$ cat src/rtl/rs_codeword_serializer.sv
// Buffers RS(68,64) codewords from the parallel encoder and streams them out as
// BEAT_BYTES-wide valid/ready beats. Codewords that arrive while the buffer is full are dropped.
module rs_codeword_serializer #(
  parameter int BEAT_BYTES = 4,
  parameter int DEPTH      = 2
) (
  input  logic                    clk,
  input  logic                    rst_n,
  input  logic [63:0][7:0]        msg_in,
  input  logic [3:0][7:0]         parity_in,
  input  logic                    vld_in,
  output logic [8*BEAT_BYTES-1:0] m_data,
  output logic                    m_valid,
  input  logic                    m_ready,
  output logic                    m_last,
  output logic                    overflow,
  output logic                    busy
);

  localparam int CW_BYTES = 68;
  localparam int BEATS    = CW_BYTES / BEAT_BYTES;
  localparam int BEAT_W   = 8 * BEAT_BYTES;
  localparam int PW       = $clog2(DEPTH);
  localparam int BTW      = $clog2(BEATS);
  localparam int CNTW     = $clog2(DEPTH + 1);

  typedef logic [BEATS-1:0][BEAT_W-1:0] entry_t;
  typedef enum logic {S_EMPTY, S_STREAM} state_t;

  entry_t            r_mem [DEPTH];
  logic [PW-1:0]     r_wr_ptr;
  logic [PW-1:0]     r_rd_ptr;
  logic [CNTW-1:0]   r_count;
  logic [BTW-1:0]    r_beat;
  logic              r_ovf;
  state_t            r_state;
  state_t            w_state_nxt;

  logic              w_valid;
  logic              w_last_beat;
  logic              w_full;
  logic              w_fire;
  logic              w_pop;
  logic              w_push;
  entry_t            w_cw;
  entry_t            w_rd_entry;
  logic [BEAT_W-1:0] w_beat_data;

  // Packed so that message byte 0 lands in lane 0 of beat 0 and parity follows byte 63.
  assign w_cw = {parity_in, msg_in};

  assign w_full      = (r_count == CNTW'(DEPTH));
  assign w_last_beat = (r_beat == BTW'(BEATS - 1));
  assign w_fire      = w_valid & m_ready;
  assign w_pop       = w_fire & w_last_beat;
  // A full buffer still accepts when its head codeword retires on this same edge.
  assign w_push      = rst_n & vld_in & (~w_full | w_pop);

  // State register
  always_ff @(posedge clk) begin
    if (!rst_n) r_state <= S_EMPTY;
    else        r_state <= w_state_nxt;
  end

  // Next-state logic
  always_comb begin
    w_state_nxt = r_state;
    case (r_state)
      S_EMPTY:  if (w_push) w_state_nxt = S_STREAM;
      S_STREAM: if (w_pop && !w_push && r_count == CNTW'(1)) w_state_nxt = S_EMPTY;
      default:  w_state_nxt = S_EMPTY;
    endcase
  end

  // Output logic
  always_comb begin
    w_valid = 1'b0;
    case (r_state)
      S_STREAM: w_valid = 1'b1;
      default:  w_valid = 1'b0;
    endcase
  end

  assign m_valid = w_valid;
  assign m_last  = w_valid & w_last_beat;

  always_ff @(posedge clk) begin
    if (!rst_n) begin
      r_wr_ptr <= '0;
      r_rd_ptr <= '0;
      r_count  <= '0;
      r_beat   <= '0;
      r_ovf    <= 1'b0;
    end else begin
      if (w_push) r_wr_ptr <= r_wr_ptr + PW'(1);
      if (w_fire) begin
        if (w_last_beat) begin
          r_rd_ptr <= r_rd_ptr + PW'(1);
          r_beat   <= '0;
        end else begin
          r_beat   <= r_beat + BTW'(1);
        end
      end
      case ({w_push, w_pop})
        2'b10:   r_count <= r_count + CNTW'(1);
        2'b01:   r_count <= r_count - CNTW'(1);
        default: r_count <= r_count;
      endcase
      r_ovf <= vld_in & ~w_push;
    end
  end

  // Codeword storage is plain RAM; its contents survive reset.
  always_ff @(posedge clk) begin
    if (w_push) r_mem[r_wr_ptr] <= w_cw;
  end

  assign w_rd_entry  = r_mem[r_rd_ptr];
  assign w_beat_data = w_rd_entry[r_beat];

  genvar l;
  generate
    for (l = 0; l < BEAT_BYTES; l++) begin : g_lane
      assign m_data[l*8 +: 8] = w_valid ? w_beat_data[l*8 +: 8] : 8'h00;
    end
  endgenerate

  assign overflow = r_ovf;
  assign busy     = (r_count != '0);

endmodule

$ cat config.mk
export PLATFORM = sky130hd
export DESIGN_NAME = rs_codeword_serializer
export DESIGN_NICKNAME = d
export VERILOG_FILES = /design/src/rtl/rs_codeword_serializer.sv
export SDC_FILE = /design/constraint.sdc
export NUM_CORES = 1
export LEC_CHECK = 0
export ABC_AREA = 1
export BUFFER_PORTS_ARGS = -buffer_cell sky130_fd_sc_hd__buf_2
export CAP_MARGIN = 20
export CORE_ASPECT_RATIO = 1.25
export CORE_MARGIN = 1.5
export CORE_UTILIZATION = 32
export DETAILED_ROUTE_END_ITERATION = 8
export PLACE_DENSITY_LB_ADDON = 0.05
export SYNTH_ARGS = -nofsm -noshare
export SYNTH_HDL_FRONTEND = slang
export SYNTH_SLANG_ARGS = --single-unit
$ cat constraint.sdc
create_clock -name clk -period 36.4 [get_ports clk]
set_input_delay 1.82 -clock clk [delete_from_list [all_inputs] [get_ports clk]]
set_output_delay 1.82 -clock clk [all_outputs]
set_load 0.02 [all_outputs]
==> flow_summary.ini <==
[run_status]
status = completed

[drt]
vias = 30600
routedWlPerCell_um = 23.9
drc = 0
drt_first_iter_violations = 2049
drt-pass1-iter-count = 5
drtAntennaViolNets = 0
viasPerCell = 4.67
drt_wl_total_um = 156000

[global_route]
gr-usage-all-layers_pct = 21.5
antenna_found_initial = 117
overflow = 0
grt_pass1_wl_um = 218000
grt_pass1_vias = 29400
grt_max_degree = 159

[final_layout]
fillers = 13900
final_core_utilization_pct = 38.4
syn_to_final_growth_pct = 18.8
final_common_cell = nand2_1
multi_input_comb_area_um2 = 10400
final_cell_mix = 1917 x nand2_1, 1088 x edfxtp_1, 583 x buf_2
finish.instance_area_um2 = 53500
nNetsFinal = 5136
regArea_um2 = 32900
drive_gt1_share_pct = 17.5

[logic_synthesis]
ys_types = 25
synth_nets = 4602
yosys.area_share.adder_pct = 0.139
ys_seq_area_share_pct = 73.1
synth_xor_xnor_area_share_pct = 0.0583
synthCells = 4049
synth_compound_area_share_pct = 0.997
synth_area_um2 = 45000
synth_warnings = 0
synth_seq_cells = 1100
yosys.area_share.simple_pct = 21.8
synth_top_family_by_area = simple AND/OR/NAND/NOR gates
syn_area_per_cell_um2 = 11.1
synthMuxAreaShare_pct = 0
synth_ff_type = edfxtp_1
synth_async_sr_flop_share_pct = 0
synth-edff-count = 1088

[cts]
cts.hold.buffers_added = 0
cts-resized-gates = 0
cts_tree = done
cts_buffers = 120
clk_pin_slew_ns = 0.06
cts.sinks = 1100
clk_path_buf_depth = 3
clock-root-buffer = clkbuf_16
clock_latency_ns = 0.74
htree_num_levels = 3
post-cts-setup-buffers = 0

[setup_path]
arrival_ns = 4.81
endpoint_kind = output pin
critPathMaxFanout = 96
r2r-start = r_beat[0]$_SDFFE_PN0P_
required_ns = 34.58
start_kind = flip-flop
path_class = flip-flop to output pin

[placement]
dpl_cell_area_um2 = 49800
gp_congestion = 0.772
portBuffers = 583
dp.final_hpwl_um = 102000

[sta]
fin_skew_ns = 0.0247
slew_headroom_pct = 25.6
final_hold_viol_count = 0
fmax_mhz = 151
fin_crit_ns = 6.63
finalMaxSlewViolations = 0
min_period_over_period_pct = 18.2
setup_viol = 0
rsz0062_at_grt = no
fin_tns_setup_ns = 0
worstMarginPinSlew_ns = 1.12

[die]
dieArea_um2 = 143000
die_h_um = 422
num_rows = 153
die_x_um = 339
core_area_um2 = 139000
initial_utilization_pct = 32.3
ios = 584

[power_and_ir_drop]
peakVddDrop_uv = 38.6
powerDensity_nw_per_um2 = 52.0
leakage_uw = 0.0215

[min_path]
hold_path_startpoint = r_rd_ptr$_SDFFE_PN0P_
min_path_type = flip-flop to flip-flop

[run]
maxCapViolCount = 0
==> cells in the mapped netlist, drive strengths merged (3+ instances only) <==
library cell	count	area (µm²)
o211ai	4	30.0
buf	169	871
xor2	3	26.3
inv	195	732
o21ai	41	205
clkbuf	47	176
nand3	471	2360
nor2	34	130
a21oi	41	205
nand2	1917	7200
edfxtp	1088	32700
ha	5	62.6
dfxtp	12	240
or2	16	100
==> layout make-up <==
class                   count  area share (%)
clock inverters            49           0.720
repair buffers            628            6.30
flip-flops and latches   1100            61.5
inverters                 197            1.41
well taps                1860            4.35
clock buffers             168            6.14
multi-input cells        2536            19.4
diodes                     20          0.0936
==> sequential cells by signal, indices dropped and copies added (netlist names), named ones only <==
name and count:
r_rd_ptr 1, r_state 1, r_beat 5, r_count 2, r_wr_ptr 1, r_mem 1088, overflow 1
==> critical path, cell delays in order, from the launching register on <==
cell,delay (ns)
dfxtp_4,0.49
inv_8,0.46
buf_4,0.64
buf_4,0.71
nand2_1,0.10
nand2_1,0.10
nand2_1,0.05
nand2_1,0.09
inv_1,0.04
nand2_1,0.27
nand2_1,0.09
nand2_1,0.18
o21ai_1,0.12
a21oi_1,0.34
buf_2,0.25
==> per-layer routing <==
layer	track usage [%]	up-vias	share of wire [%]
met3	6.40	329	7.4
met1	27.3	14700	42
met4	6.35	116	2.8
met2	35.2	860	47
li1	-	14700	-
met5	0	-	0.46
==> where the power goes <==
| group | switching, µW | leakage (µW) | total (µW) | internal [µW] |
|---|---|---|---|---|
| Combinational | 116 | 0.00964 | 166 | 49.3 |
| Sequential | 10.3 | 0.0101 | 1450 | 1440 |
| Clock | 499 | 0.00180 | 1160 | 665 |
==> worst paths after layout <==
| kind | cells past startpoint | endpoint | slack (ns) |
|---|---|---|---|
| setup reg to reg | 9 | r_mem[0][35]$_DFFE_PP_ | 31.64 |
| setup / recovery | 14 | m_data[19] | 29.77 |
| hold reg to reg | 1 | r_rd_ptr$_SDFFE_PN0P_ | 0.45 |
| hold / removal | 1 | r_rd_ptr$_SDFFE_PN0P_ | 0.45 |
==> through the flow <==
step                worst slack (ns)  std cells  total power, µW  hold slack, ns
CTS                            29.46       6538             2820           0.458
global placement               30.31       6320             1650           0.440
detailed placement             30.30       6321             1650           0.449
global route                   29.39       6542             2880           0.471
finish                         29.77       6558             2780           0.452
floorplan                      10.05       4049             1590           0.425
==> kinds of logic (layout without fill, tap and decap cells) <==
group / Yosys count / in the layout
AOI/OAI and AO/OA: 87 / 87
other: 0 / 20
and+or+nand+nor: 2441 / 2441
DFF: 1100 / 1100
buffers and inverters: 413 / 1042
xor gates and xnor gates: 3 / 3
adders and majority gates: 5 / 5
Note: power is estimated with default switching activity, not from simulation.
